### config.mk
export PLATFORM = sky130hd
export DESIGN_NAME = fec_coded_encoder
export DESIGN_NICKNAME = d
export VERILOG_FILES = /design/src/rtl/fec_coded_encoder.sv
export SDC_FILE = /design/constraint.sdc
export NUM_CORES = 1
export LEC_CHECK = 0
export ABC_AREA = 1
export CORE_ASPECT_RATIO = 0.9
export CORE_MARGIN = 3
export CORE_UTILIZATION = 30
export DETAILED_ROUTE_END_ITERATION = 8
export PLACE_DENSITY = 0.53
export SETUP_SLACK_MARGIN = 0.02
export SLEW_MARGIN = 20
export SYNTH_ARGS = -nofsm -noshare
export SYNTH_HDL_FRONTEND = slang
export SYNTH_SLANG_ARGS = --single-unit
export TNS_END_PERCENT = 30
### constraint.sdc
create_clock -name aclk -period 2.2 [get_ports aclk]
set_input_delay 0.44 -clock aclk [delete_from_list [all_inputs] [get_ports aclk]]
set_output_delay 0.44 -clock aclk [all_outputs]
set_load 0.03 [all_outputs]
### src/rtl/fec_coded_encoder.sv
// rtl/fec_coded_encoder.sv - LE Coded PHY FEC: rate-1/2 convolutional encoder, trellis tail, S=8 mapper
// Sits on the 1-bit TX stream between whitener/CRC and modulator.
module fec_coded_encoder #(
  parameter int           K        = 4,
  parameter logic [K-1:0] G0       = 4'b1111,
  parameter logic [K-1:0] G1       = 4'b1011,
  parameter bit           TAIL_EN  = 1'b1,
  parameter logic [3:0]   PAT_ZERO = 4'b0011
) (
  input  logic       aclk,
  input  logic       areset,
  input  logic       restart,
  input  logic       bypass,
  input  logic [1:0] coding_indicator,
  input  logic       input_tdata,
  input  logic       input_tvalid,
  output logic       input_tready,
  input  logic       input_tlast,
  output logic       output_tdata,
  output logic       output_tvalid,
  input  logic       output_tready,
  output logic       output_tlast
);

  localparam int TW = $clog2(K) + 1;

  typedef enum logic [1:0] {S_IDLE, S_DATA, S_TAIL, S_DONE} state_t;

  state_t          r_state;
  state_t          w_state_nxt;
  logic [K-2:0]    r_sr;
  logic [7:0]      r_buf;
  logic [3:0]      r_cnt;
  logic            r_last;
  logic            r_s8;
  logic [TW-1:0]   r_tail_cnt;

  logic            w_can_load;
  logic            w_drain;
  logic            w_in_ready;
  logic            w_load;
  logic            w_bit;
  logic            w_final;
  logic            w_latch;
  logic            w_s8;
  logic [K-1:0]    w_vec;
  logic            w_a0;
  logic            w_a1;
  logic [7:0]      w_grp;
  logic [3:0]      w_grp_cnt;

  function automatic logic [3:0] pat(input logic b);
    return b ? ~PAT_ZERO : PAT_ZERO;
  endfunction

  // Refill is allowed in the same cycle the last buffered bit drains.
  assign w_can_load = (r_cnt == 4'd0) || ((r_cnt == 4'd1) && output_tready);
  assign w_drain    = (r_cnt != 4'd0) && output_tready && !bypass;

  always_comb begin
    w_state_nxt = r_state;
    w_in_ready  = 1'b0;
    w_load      = 1'b0;
    w_bit       = 1'b0;
    w_final     = 1'b0;
    w_latch     = 1'b0;
    case (r_state)
      S_IDLE, S_DATA: begin
        w_in_ready = w_can_load;
        if (!bypass && input_tvalid && w_can_load) begin
          w_load  = 1'b1;
          w_bit   = input_tdata;
          w_latch = (r_state == S_IDLE);
          if (input_tlast) begin
            w_state_nxt = TAIL_EN ? S_TAIL : S_DONE;
            w_final     = !TAIL_EN;
          end else begin
            w_state_nxt = S_DATA;
          end
        end
      end
      S_TAIL: begin
        if (w_can_load) begin
          w_load = 1'b1;
          if (r_tail_cnt == TW'(K - 2)) begin
            w_state_nxt = S_DONE;
            w_final     = 1'b1;
          end
        end
      end
      S_DONE: begin
        if (r_cnt == 4'd0) w_state_nxt = S_IDLE;
      end
      default: w_state_nxt = S_IDLE;
    endcase
  end

  assign w_s8      = w_latch ? (coding_indicator == 2'd0) : r_s8;
  assign w_vec     = {w_bit, r_sr};
  assign w_a0      = ^(w_vec & G0);
  assign w_a1      = ^(w_vec & G1);
  assign w_grp     = w_s8 ? {pat(w_a0), pat(w_a1)} : {w_a0, w_a1, 6'b0};
  assign w_grp_cnt = w_s8 ? 4'd8 : 4'd2;

  always_ff @(posedge aclk or posedge areset) begin
    if (areset) begin
      r_state    <= S_IDLE;
      r_sr       <= '0;
      r_buf      <= '0;
      r_cnt      <= '0;
      r_last     <= 1'b0;
      r_s8       <= 1'b0;
      r_tail_cnt <= '0;
    end else if (restart) begin
      r_state    <= S_IDLE;
      r_sr       <= '0;
      r_buf      <= '0;
      r_cnt      <= '0;
      r_last     <= 1'b0;
      r_s8       <= 1'b0;
      r_tail_cnt <= '0;
    end else begin
      r_state <= w_state_nxt;
      if (w_load) begin
        r_buf  <= w_grp;
        r_cnt  <= w_grp_cnt;
        r_last <= w_final;
        r_sr   <= w_vec[K-1:1];
      end else if (w_drain) begin
        r_buf <= {r_buf[6:0], 1'b0};
        r_cnt <= r_cnt - 4'd1;
      end
      if (w_latch) r_s8 <= w_s8;
      if (r_state != S_TAIL)  r_tail_cnt <= '0;
      else if (w_load)        r_tail_cnt <= r_tail_cnt + TW'(1);
    end
  end

  assign input_tready  = !areset && (bypass ? output_tready : w_in_ready);
  assign output_tvalid = !areset && (bypass ? input_tvalid : (r_cnt != 4'd0));
  assign output_tdata  = !areset && (bypass ? input_tdata  : r_buf[7]);
  assign output_tlast  = !areset && (bypass ? input_tlast  : (r_last && (r_cnt == 4'd1)));

endmodule

### Yosys cells after proc, flatten, opt, wreduce, memory -nomap -nowiden

Index checks and enable logic that the tools add are counted.

| word-level totals | value |
|---|---|
| word-level logic and storage cells | 86 |
| bits in registers | 22 |
| output and inout bits | 4 |
| bits of input ports | 10 |
| latch bits | 0 |
| memories | 0 |
| RAM bits | 0 |
| ROM bits | 0 |

| cells by class | value |
|---|---|
| eq/ne operators | 10 |
| $mul | 0 |
| multiplexer cells | 42 |
| bitwise logic cells | 0 |
| shifts and indexed selects | 0 |
| order comparisons | 0 |
| reduce and logical (&&, ||, !) cells | 25 |
| divide/modulo/power cells | 0 |
| $add $sub $neg | 2 |

Operators with widths:

| kind | number |
|---|---|
| $mux W8 | 4 |
| $mux W4 | 6 |
| $mux W1 | 19 |
| $mux W3 | 5 |
| $mux W2 | 6 |
| $ne A3 B3 Y1 const B | 4 |
| $logic_and A1 B1 Y1 | 10 |
| $reduce_xor A4 Y1 | 2 |
| $pmux W2 S3 | 1 |
| $reduce_bool A3 Y1 | 2 |
| $eq A2 B2 Y1 const B | 2 |
| $eq A4 B1 Y1 const B | 1 |
| $logic_not A2 Y1 | 2 |
| $logic_not A4 Y1 | 1 |
| $reduce_and A4 Y1 | 1 |
| $reduce_bool A2 Y1 | 2 |
| $reduce_bool A4 Y1 | 1 |
| $sub A4 B1 Y4 const B | 1 |
| $add A3 B1 Y3 const B | 1 |
| $eq A3 B2 Y1 const B | 1 |
| $eq A2 B1 Y1 const B | 1 |
| $logic_not A1 Y1 | 2 |
| $ne A2 B2 Y1 const B | 1 |
| $pmux W1 S2 | 1 |
| other kinds (2) | 2 |

### Longest topological paths before layout

| logic depth | value |
|---|---|
| depth in word-level cells | 11 |
| depth in mapped cells | 13 |
| depth with buffers taken out | 13 |

### Worst setup path after synthesis

No wires, ideal clock.

| path | value |
|---|---|
| kind | input-to-output |
| start | input port areset |
| end | output port input_tready |
| cell stages on the path | 3 |
| data arrival time | 1.651 ns |
| data required time | 1.760 ns |
| path buffers | 0 |
| setup slack | 0.109 ns |
| path through | inv_1 > o21ai_0 > a21oi_1 |

| between the ends | value |
|---|---|
| longest elaborated chain between the ends | 2 |

RTL lines:

| element | RTL line | source |
|---|---|---|
| start: declaration | 11 | `input logic areset,` |
| $logic_not A1 Y1 | 139 | `assign input_tready = !areset && (bypass ? output_tready : w_in_ready);` |
| $logic_and A1 B1 Y1 | 139 |  |
| end: declaration | 17 | `output logic input_tready,` |

No other way between the ends.

### Worst setup path after layout

| path | value |
|---|---|
| start | input port bypass |
| end | output port output_tlast |

| between the ends | value |
|---|---|
| longest elaborated chain between the ends | 2 |

RTL lines:

| element | RTL line | source |
|---|---|---|
| start: declaration | 13 | `input logic bypass,` |
| $mux W1 | 142 | `assign output_tlast = !areset && (bypass ? input_tlast : (r_last && (r_cnt == 4'd1)));` |
| $logic_and A1 B1 Y1 | 142 |  |
| end: declaration | 22 | `output logic output_tlast` |

No other way between the ends.

==> flow_metrics.tcl <==
set metrics [dict create \
    status "finished clean" \
    hp-class "reg -> reg" \
    skew_ns 0.00409 \
    seqPwrFrac_pct 33.3 \
    required_ns 1.76 \
    ff2ff_path_depth 10 \
    cts_max_level 1 \
    dp_hpwl_um 2590 \
    cts.sinks 22 \
    nets 211 \
    clock_power_share_pct 21.8 \
    ir_drop_mv 0.470 \
    post_cts_resized 0 \
    power_density_nw_per_um2 1040 \
    fmaxAchievable_mhz 483 \
    cp-endpoint "output_tlast" \
    seq_area_um2 551 \
    p_leak_nw 0.795 \
    cts_buffers 3 \
    port_buffers 13 \
    fin_setup_tns_ns 0 \
    clk_latency_ns 0.27 \
    synth_nets 187 \
    grt_overflow_total 0 \
    syn_area_um2 1380 \
    min_period_ns 2.07 \
    drc_errors 0 \
    drt_iter0_drc 68 \
    vias_per_cell 4.77 \
    synth_top_area_share_pct 39.8 \
    drive_gt1_share_pct 21.0 \
    grt_first_pass_wirelength_um 5540 \
    setup_viol 0 \
    maxSlewHeadroom_pct 75.4 \
    cp.depth 5 \
    r2r-start "r_cnt[0]" \
    critPathTopFamily "buffers and inverters" \
    rrSetupSlack_ns 0.43 \
    multi_input_area_um2 723 \
    tightestPinTransition_ns 0.368 \
    switching_power_mw 0.739 \
    clock_path_buffers 2 \
    n_antenna_cell 0 \
    critPathBufInv 3 \
    crit_path_start "bypass" \
    wirelength_um 3260 \
    die_height_um 70.4 \
    fin_crit_sh_pct 94.1 \
    cp_data_arrival_time_ns 1.63 \
    worstSetupStartpointType "primary input" \
    worstSetupEndpointType "output port" \
    grt_setup_unrepaired "false" \
    cp_cell_sequence "clkdlybuf4s50_1 > inv_1 > o21ai_0 > a21oi_1 > buf_4" \
    cts_root_buf "clkbuf_8" \
    fill_cells 446 \
    cts_setup_buffers 0 \
    fin_hold_ws_ns 0.497 \
    critPathSlowestCell "clkdlybuf4s50_1" \
    io_pins 14 \
    dieArea_um2 5460 \
    final_core_util_pct 39.8 \
    internal_power_mw 1.03 \
    synth_area_leader_cell "dfrtp_1" \
    antenna_found_initial 0 \
    synthCells 172 \
    wl_per_cell_um 12.8 \
    synth_cell_types 30 \
    grt_pass1_vias 1172 \
    area_delta_synth_final_pct 22.8 \
    ys_warn_count 0 \
    core_um2 4270 \
    clk_pin_slew_worst_paths_ns 0.09 \
    ys_ff_latch 22 \
    worstPathMaxFanout 6 \
    gp_congestion 0.801 \
    slew_violations 0 \
    start_util_pct 32.4 \
    pwr-share-comb_pct 44.9 \
    holdBufCountCts 0 \
    hold_viol 0 \
    reg2reg_to "r_buf[5]" \
    slowest_delay_ns 0.63 \
    fp.dieW_um 77.6 \
    cts_tree "done" \
    ant_nets 0 \
    path_class "in -> out" \
    vias 1217 \
    grt_max_degree 16 \
    track_usage_pct 12.7 \
    drv_cap 0 \
    yosysSeqAreaShare_pct 39.8 \
    drt_pass1_iterations 4 \
    rows 22 \
    synth.top_cells.by_area "dfrtp_1 40%, nand2_1 7.6%, inv_1 5.7%" \
    switching_share_pct 41.7 \
    syn_avg_cell_area_um2 8.04 \
]
worst min-delay path, cell delays in order (launching register included):
cell and delay (ns):
dfrtp_1 0.36, nand2_1 0.06, nand2_1 0.05
cell usage after synthesis:
library cell and count:
o21ai_1 7, o2111ai_1 2, nor3_2 1, inv_1 21, o21ai_2 2, o22ai_1 2
inv_2 5, o31ai_1 1, buf_2 1, nand4_4 1, o211ai_1 1, nor2_1 13
xor2_1 2, xnor2_1 1, nand3_1 15, a21oi_1 12, buf_6 1, a31oi_1 1
nand4_1 2, ha_1 5, nand2_4 2, nor2_4 4, a32o_1 1, nand3_2 2
dfrtp_1 22, o21bai_1 1, nand2_1 28, nand2_2 6, nor3_1 1, o21ai_0 9
final cells by class:
type                       instances  share of cell area [%]
inverter                          26                    5.75
sequential                        22                    32.4
clock buffer                       3                    2.43
clock inverter                     1                    1.77
timing repair buffer              21                    10.6
multi-input combinational        122                    42.6
tap                               60                    4.42
stage by stage:
step	cell area (µm²)	power (mW)	std cells	worst slack (ns)
4_1_cts	1690	1.77	255	0.0593
5_1_grt	1700	1.91	255	0.0236
3_5_place_dp	1620	1.37	251	0.0136
2_1_floorplan	1380	1.17	172	0.109
3_3_place_gp	1620	1.36	251	0.0696
6_report	1700	1.77	255	0.130
power groups by stage:
stage	combinational [mW]	sequential (mW)	clock (mW)
2_1_floorplan	0.594	0.573	0
3_3_place_gp	0.770	0.594	0
3_5_place_dp	0.778	0.595	0
4_1_cts	0.783	0.587	0.396
5_1_grt	0.891	0.603	0.415
6_report	0.795	0.590	0.386
worst min-delay path by stage:
stage	startpoint	endpoint	cells after the start
floorplan	r_buf[6]	r_buf[6]	2
finish	r_buf[4]	r_buf[4]	2
CTS	r_buf[4]	r_buf[4]	2
global route	r_last	r_last	1
global placement	r_buf[4]	r_buf[4]	2
detailed placement	r_buf[4]	r_buf[4]	2
layer usage:
metal / wire [µm] / vias to the layer above / GRT usage (%)
li1: - / 617 / -
met1: 1720 / 580 / 18.1
met2: 1400 / 18 / 19.0
met3: 125 / 2 / 3.61
met4: 17 / 0 / 2.96
met5: 0 / - / 0
kinds of logic after synthesis:
| logic type | Yosys count | share of synthesized area, % |
|---|---|---|
| AND/OR/NAND/NOR | 75 | 29.1 |
| adder cells (fa/ha/maj) | 5 | 4.52 |
| AO/OA/AOI/OAI | 39 | 16.4 |
| flip-flops | 22 | 39.8 |
| XOR/XNOR | 3 | 1.90 |
| buffers and inverters | 28 | 8.24 |
cells in the final DEF, fill, tap and decap left out, drive strengths merged:
cell	count
a21oi	12
inv	26
bufinv	1
xor2	2
o2111ai	2
o211ai	1
nand2	36
o21bai	1
clkdlybuf4s50	9
buf	12
a31oi	1
xnor2	1
o31ai	1
a32o	1
ha	5
nand3	17
clkbuf	3
dfrtp	22
nor3	2
o21ai	18
nand4	3
o22ai	2
nor2	17
state kept, by name, summed over array words and instances, names as in the netlist:
| name | flops |
|---|---|
| r_buf | 8 |
| r_cnt | 4 |
| r_s8 | 1 |
| r_last | 1 |
| r_tail_cnt | 3 |
| r_state | 2 |
| r_sr | 3 |
(Power assumes the default switching activity.)
